==> config.mk <==
export PLATFORM = sky130hd
export DESIGN_NAME = red_pitaya_bus_master
export DESIGN_NICKNAME = d
export VERILOG_FILES = /design/src/rtl/red_pitaya_bus_defs.sv /design/src/rtl/red_pitaya_bus_master.sv
export SDC_FILE = /design/constraint.sdc
export NUM_CORES = 1
export LEC_CHECK = 0
export CAP_MARGIN = 0
export CORE_ASPECT_RATIO = 0.5
export CORE_MARGIN = 3
export CORE_UTILIZATION = 47
export CTS_CLUSTER_SIZE = 20
export DETAILED_ROUTE_END_ITERATION = 16
export GPL_ROUTABILITY_DRIVEN = 0
export GPL_TIMING_DRIVEN = 0
export PLACE_DENSITY = 0.86
export SETUP_SLACK_MARGIN = 0.5
export SLEW_MARGIN = 15
export SYNTH_ARGS = -nofsm -noshare
export SYNTH_HDL_FRONTEND = slang
export SYNTH_SLANG_ARGS = --single-unit
==> constraint.sdc <==
create_clock -name clk_i -period 3.8 [get_ports clk_i]
set_input_delay 1.14 -clock clk_i [delete_from_list [all_inputs] [get_ports clk_i]]
set_output_delay 1.14 -clock clk_i [all_outputs]
set_load 0.1 [all_outputs]
==> src/rtl/red_pitaya_bus_defs.sv <==
// ============================================================================
// Module   : red_pitaya_bus_defs (package)
// Brief    : Shared Red Pitaya system-bus widths and default initiator timeout.
// Revision : 1.0 - initial release
// ============================================================================
`default_nettype none

package red_pitaya_bus_defs;

  localparam int ADDR_W      = 32;
  localparam int DATA_W      = 32;
  localparam int SEL_W       = 4;
  localparam int CNT_W       = 16;
  localparam int DEF_TIMEOUT = 255;

endpackage

`default_nettype wire

==> src/rtl/red_pitaya_bus_master.sv <==
// ============================================================================
// Module   : red_pitaya_bus_master
// Brief    : Valid/ready command stream to single-transfer system-bus initiator
//            with ack/err/timeout response channel.
// Revision : 1.0 - initial release
// ============================================================================
`default_nettype none

module red_pitaya_bus_master
  import red_pitaya_bus_defs::*;
#(
  parameter int TIMEOUT = DEF_TIMEOUT
) (
  input  logic              clk_i,
  input  logic              rstn_i,
  input  logic              cmd_valid_i,
  output logic              cmd_ready_o,
  input  logic              cmd_we_i,
  input  logic [ADDR_W-1:0] cmd_addr_i,
  input  logic [DATA_W-1:0] cmd_wdata_i,
  input  logic [SEL_W-1:0]  cmd_sel_i,
  output logic              rsp_valid_o,
  input  logic              rsp_ready_i,
  output logic [DATA_W-1:0] rsp_rdata_o,
  output logic              rsp_err_o,
  output logic              rsp_tmo_o,
  output logic [ADDR_W-1:0] sys_addr_o,
  output logic [DATA_W-1:0] sys_wdata_o,
  output logic [SEL_W-1:0]  sys_sel_o,
  output logic              sys_wen_o,
  output logic              sys_ren_o,
  input  logic [DATA_W-1:0] sys_rdata_i,
  input  logic              sys_err_i,
  input  logic              sys_ack_i
);

  localparam logic [1:0] S_IDLE   = 2'd0;
  localparam logic [1:0] S_STROBE = 2'd1;
  localparam logic [1:0] S_WAIT   = 2'd2;
  localparam logic [1:0] S_RESP   = 2'd3;

  localparam logic [CNT_W-1:0] C_CNT_LAST = CNT_W'(TIMEOUT - 1);

  logic [1:0]        state_q,     state_d;
  logic [CNT_W-1:0]  cnt_q,       cnt_d;
  logic              we_q,        we_d;
  logic              cmd_ready_q, cmd_ready_d;
  logic              rsp_valid_q, rsp_valid_d;
  logic [DATA_W-1:0] rsp_rdata_q, rsp_rdata_d;
  logic              rsp_err_q,   rsp_err_d;
  logic              rsp_tmo_q,   rsp_tmo_d;
  logic [ADDR_W-1:0] sys_addr_q,  sys_addr_d;
  logic [DATA_W-1:0] sys_wdata_q, sys_wdata_d;
  logic [SEL_W-1:0]  sys_sel_q,   sys_sel_d;
  logic              sys_wen_q,   sys_wen_d;
  logic              sys_ren_q,   sys_ren_d;

  always_comb begin
    state_d     = state_q;
    cnt_d       = cnt_q;
    we_d        = we_q;
    cmd_ready_d = cmd_ready_q;
    rsp_valid_d = rsp_valid_q;
    rsp_rdata_d = rsp_rdata_q;
    rsp_err_d   = rsp_err_q;
    rsp_tmo_d   = rsp_tmo_q;
    sys_addr_d  = sys_addr_q;
    sys_wdata_d = sys_wdata_q;
    sys_sel_d   = sys_sel_q;
    sys_wen_d   = 1'b0;
    sys_ren_d   = 1'b0;

    case (state_q)
      S_IDLE: begin
        // Ready rises one clock after reset release, so the handshake uses the registered copy.
        cmd_ready_d = 1'b1;
        if (cmd_valid_i && cmd_ready_q) begin
          cmd_ready_d = 1'b0;
          we_d        = cmd_we_i;
          sys_addr_d  = cmd_addr_i;
          sys_wdata_d = cmd_wdata_i;
          sys_sel_d   = cmd_sel_i;
          sys_wen_d   = cmd_we_i;
          sys_ren_d   = ~cmd_we_i;
          cnt_d       = '0;
          state_d     = S_STROBE;
        end
      end

      S_STROBE: begin
        state_d = S_WAIT;
      end

      S_WAIT: begin
        if (sys_ack_i || sys_err_i) begin
          rsp_rdata_d = we_q ? '0 : sys_rdata_i;
          rsp_err_d   = sys_err_i;
          rsp_tmo_d   = 1'b0;
          rsp_valid_d = 1'b1;
          state_d     = S_RESP;
        end else if (cnt_q == C_CNT_LAST) begin
          rsp_rdata_d = '0;
          rsp_err_d   = 1'b1;
          rsp_tmo_d   = 1'b1;
          rsp_valid_d = 1'b1;
          state_d     = S_RESP;
        end else begin
          cnt_d = cnt_q + {{(CNT_W-1){1'b0}}, 1'b1};
        end
      end

      S_RESP: begin
        if (rsp_ready_i) begin
          rsp_valid_d = 1'b0;
          cmd_ready_d = 1'b1;
          state_d     = S_IDLE;
        end
      end

      default: begin
        state_d = S_IDLE;
      end
    endcase
  end

  always_ff @(posedge clk_i or negedge rstn_i) begin
    if (!rstn_i) begin
      state_q     <= S_IDLE;
      cnt_q       <= '0;
      we_q        <= 1'b0;
      cmd_ready_q <= 1'b0;
      rsp_valid_q <= 1'b0;
      rsp_rdata_q <= '0;
      rsp_err_q   <= 1'b0;
      rsp_tmo_q   <= 1'b0;
      sys_addr_q  <= '0;
      sys_wdata_q <= '0;
      sys_sel_q   <= '0;
      sys_wen_q   <= 1'b0;
      sys_ren_q   <= 1'b0;
    end else begin
      state_q     <= state_d;
      cnt_q       <= cnt_d;
      we_q        <= we_d;
      cmd_ready_q <= cmd_ready_d;
      rsp_valid_q <= rsp_valid_d;
      rsp_rdata_q <= rsp_rdata_d;
      rsp_err_q   <= rsp_err_d;
      rsp_tmo_q   <= rsp_tmo_d;
      sys_addr_q  <= sys_addr_d;
      sys_wdata_q <= sys_wdata_d;
      sys_sel_q   <= sys_sel_d;
      sys_wen_q   <= sys_wen_d;
      sys_ren_q   <= sys_ren_d;
    end
  end

  assign cmd_ready_o = cmd_ready_q;
  assign rsp_valid_o = rsp_valid_q;
  assign rsp_rdata_o = rsp_rdata_q;
  assign rsp_err_o   = rsp_err_q;
  assign rsp_tmo_o   = rsp_tmo_q;
  assign sys_addr_o  = sys_addr_q;
  assign sys_wdata_o = sys_wdata_q;
  assign sys_sel_o   = sys_sel_q;
  assign sys_wen_o   = sys_wen_q;
  assign sys_ren_o   = sys_ren_q;

endmodule

`default_nettype wire

==> metrics.md <==
| Metric | Value |
|---|---|
| Outcome | `finished, final reports clean` |
| Worst hold path type | `flop to flop` |
| Met2 routed WL | `8.52 mm` |
| Synth Area in Compound Gates | `12.8%` |
| Initial Util | `50.3%` |
| Die Area | `12800 um^2` |
| Simple-Gate Fraction of Synth Area | `23.2%` |
| Ports | `213` |
| Worst Setup End Kind | `primary output` |
| Initial antenna violation count | `0` |
| Top cell type's share of synthesized area | `58.2%` |
| Area of placed instances | `7700 um^2` |
| Vias per Instance | `5.40` |
| Fin crit period | `3.12 ns` |
| Crit path kind | `flop to primary output` |
| Per-cell routed wire length | `17.7 um` |
| Skew-Pair Late Insertion Delay | `0.42 ns` |
| Syn nets | `661` |
| Top cells by area, synth | `dfrtp_1, nand2_1, a22o_1` |
| CP delay by family, top | `buffers and inverters` |
| Worst-path cell chain | `clkdlybuf4s50_1` |
| Diode count | `0` |
| Netlist cell types | `55` |
| Clock slew at reported path FFs | `0.07 ns` |
| Final Cell Area | `8280 um^2` |
| Slew headroom | `30.2%` |
| Post-DRT Antenna Nets | `0` |
| RSZ-0062 raised after global routing | `no` |
| Root Driver | `clkbuf_16` |
| Clk_skew | `0.0107 ns` |
| Final worst path period share | `82.0%` |
| Die width | `157 um` |
| Mux cell area share after synthesis | `0.582%` |
| Synth area leader | `dfrtp_1` |
| Startpoint Class | `flop` |
| CP Data Required Time | `2.66 ns` |
| Leading cell types by count after synthesis | `nand2_1, dfrtp_1, a22o_1` |
| First-pass GRT wire length | `26.1 mm` |
| Chip height | `81.6 um` |
| Vias after detailed routing | `5035` |
| CTS sink count | `125` |
| Synth async-reset ratio | `100%` |
| Post-cts resize count | `0` |
| DRC | `0` |
| Synthesized flop and latch total | `125` |
| Mapped Cells | `548` |
| CORE AREA | `10700 um^2` |
| Detailed Route Iter0 Violations | `369` |
| Synth Area in XOR/XNOR | `0%` |
| Clock H-tree levels | `4` |
| Buf/Inv on CP | `1` |
| Post-CTS Setup Inserts | `0` |
| Highest Clock Rate | `321 MHz` |
| Met3 WL | `978 um` |
| Fraction of final layout cells sized beyond drive strength 1 | `7.06%` |
| Slowest CP cell | `clkdlybuf4s50_1` |
| Max-slew violations | `0` |
| Largest family of logic cells by synthesized area | `simple AND/OR/NAND/NOR gates` |
| CTS Buf Count | `17` |
| Filler cells | `700` |
| Main synth FF type | `dfrtp_1` |
| Pin count of the biggest net entering global routing | `64` |
| Final HPWL DP | `11.6 mm` |
| Worst path max stage delay | `1.16 ns` |
| Slew @ Worst Pin | `1.04 ns` |
| Synth Area in Adders | `1.40%` |
| Max-cap violation count | `0` |
| DRT Pass-1 Iters | `7` |
| Site Rows | `26` |
| Total GRT Usage | `26.1%` |
| CP max FO | `4` |
| Cell with the most instances after synthesis | `nand2_1` |
| Vias in the first global route | `5122` |
| CTS tree | `built` |
| Grt total ovfl | `0` |
| Final Hold Vio Count | `0` |
| Synth warn | `0` |
| Max layer used | `met4` |
| Post-Syn Area | `5370 um^2` |
| CP arrival | `1.98 ns` |
| Final Net Count | `893` |
| Syn avg cell area | `9.80 um^2` |
| Clock buffer depth | `2` |
| Post-synth EDFFs | `0` |
| Final setup vio count | `0` |
| Cts hold-fix bufs | `0` |
| IO Port Bufs | `212` |
| Area Growth Syn to Fin | `54.2%` |
| WL met1 | `6.60 mm` |
| Sequential fraction of the synthesis area | `58.2%` |
| WL final | `16.5 mm` |
[cells in the final DEF, fill, tap and decap left out, types with 3 or more instances in the layout]
master | netlist | routed
a211o_1 | 5 | 5
nor2_1 | 7 | 7
o311ai_0 | 3 | 3
a221o_1 | 5 | 5
a211oi_1 | 5 | 5
and3_1 | 3 | 3
a21oi_1 | 6 | 6
clkdlybuf4s50_1 | 0 | 211
nand2_1 | 226 | 226
clkinv_2 | 0 | 3
ha_1 | 6 | 6
nor3_1 | 5 | 5
clkbuf_16 | 0 | 17
nand3_1 | 12 | 12
nor4_1 | 4 | 4
clkbuf_1 | 24 | 25
a22o_1 | 33 | 33
buf_2 | 8 | 8
buf_6 | 3 | 4
nand4_1 | 8 | 8
inv_6 | 0 | 5
inv_1 | 7 | 7
dfrtp_1 | 125 | 125
a31oi_1 | 5 | 5
[registers in the layout, summed over array words and instances, names as in the netlist]
register,flops
rsp_rdata_o,32
sys_addr_o,32
sys_wdata_o,32
cnt_q,16
sys_sel_o,4
state_q,2
cmd_ready_o,1
rsp_err_o,1
rsp_tmo_o,1
rsp_valid_o,1
sys_ren_o,1
sys_wen_o,1
we_q,1
[final cells by class]
type	instances	area, um^2	share of cell area, %
Sequential cell	125	3130	37.8
Clock inverter	14	155	1.87
Tap cell	140	175	2.12
Buffer	38	176	2.13
Timing Repair Buffer	213	2150	26.0
Inverter	7	26.3	0.317
Clock buffer	18	429	5.18
Multi-Input combinational cell	378	2040	24.6
[tightest hold or removal path, stage by stage, from the launching register on]
cell and delay [ns]:
dfrtp_1 0.34, nand2_1 0.05, nand2_1 0.05
[layer usage]
metal | GRT usage (%) | vias to the layer above
li1 | - | 2343
met1 | 31.6 | 2459
met2 | 45.5 | 196
met3 | 6.37 | 37
met4 | 10.8 | 0
met5 | 0 | -
[worst paths after layout]
| path | from | end | slack (ns) | cells after the start |
|---|---|---|---|---|
| setup / recovery | cmd_ready_o | cmd_ready_o | 0.68 | 1 |
| hold / removal | sys_addr_o[25] | sys_addr_o[25] | 0.47 | 2 |
| setup reg to reg | state_q[0] | cnt_q[15] | 1.27 | 8 |
| hold reg to reg | sys_addr_o[25] | sys_addr_o[25] | 0.47 | 2 |
| max in group asynchronous | rstn_i | sys_wdata_o[19] | 2.37 | 2 |
| min in group asynchronous | rstn_i | sys_addr_o[30] | 0.71 | 1 |
[cell families (layout without fill, tap and decap cells)]
family | after synthesis | after routing
adder cells (fa/ha/maj) | 6 | 6
AND/OR/NAND/NOR | 288 | 288
multiplexers | 3 | 3
buffers and inverters | 45 | 290
flip-flops | 125 | 125
AO/OA/AOI/OAI | 81 | 81
[per-stage QoR]
step	hold slack [ns]	utilization (%)	worst slack (ns)	std cells	TNS [ns]
floorplan	0.451	-	1.44	548	0
global placement	0.456	71.9	-3.25	900	-405.05
detailed placement	0.462	72.1	0.523	901	0
CTS	0.477	77.6	0.672	933	0
global route	0.495	77.6	0.636	933	0
finish	0.474	77.6	0.683	933	0
Power is not shown: default switching activity piles up to over one toggle a cycle in this logic, so the estimate is an artifact.
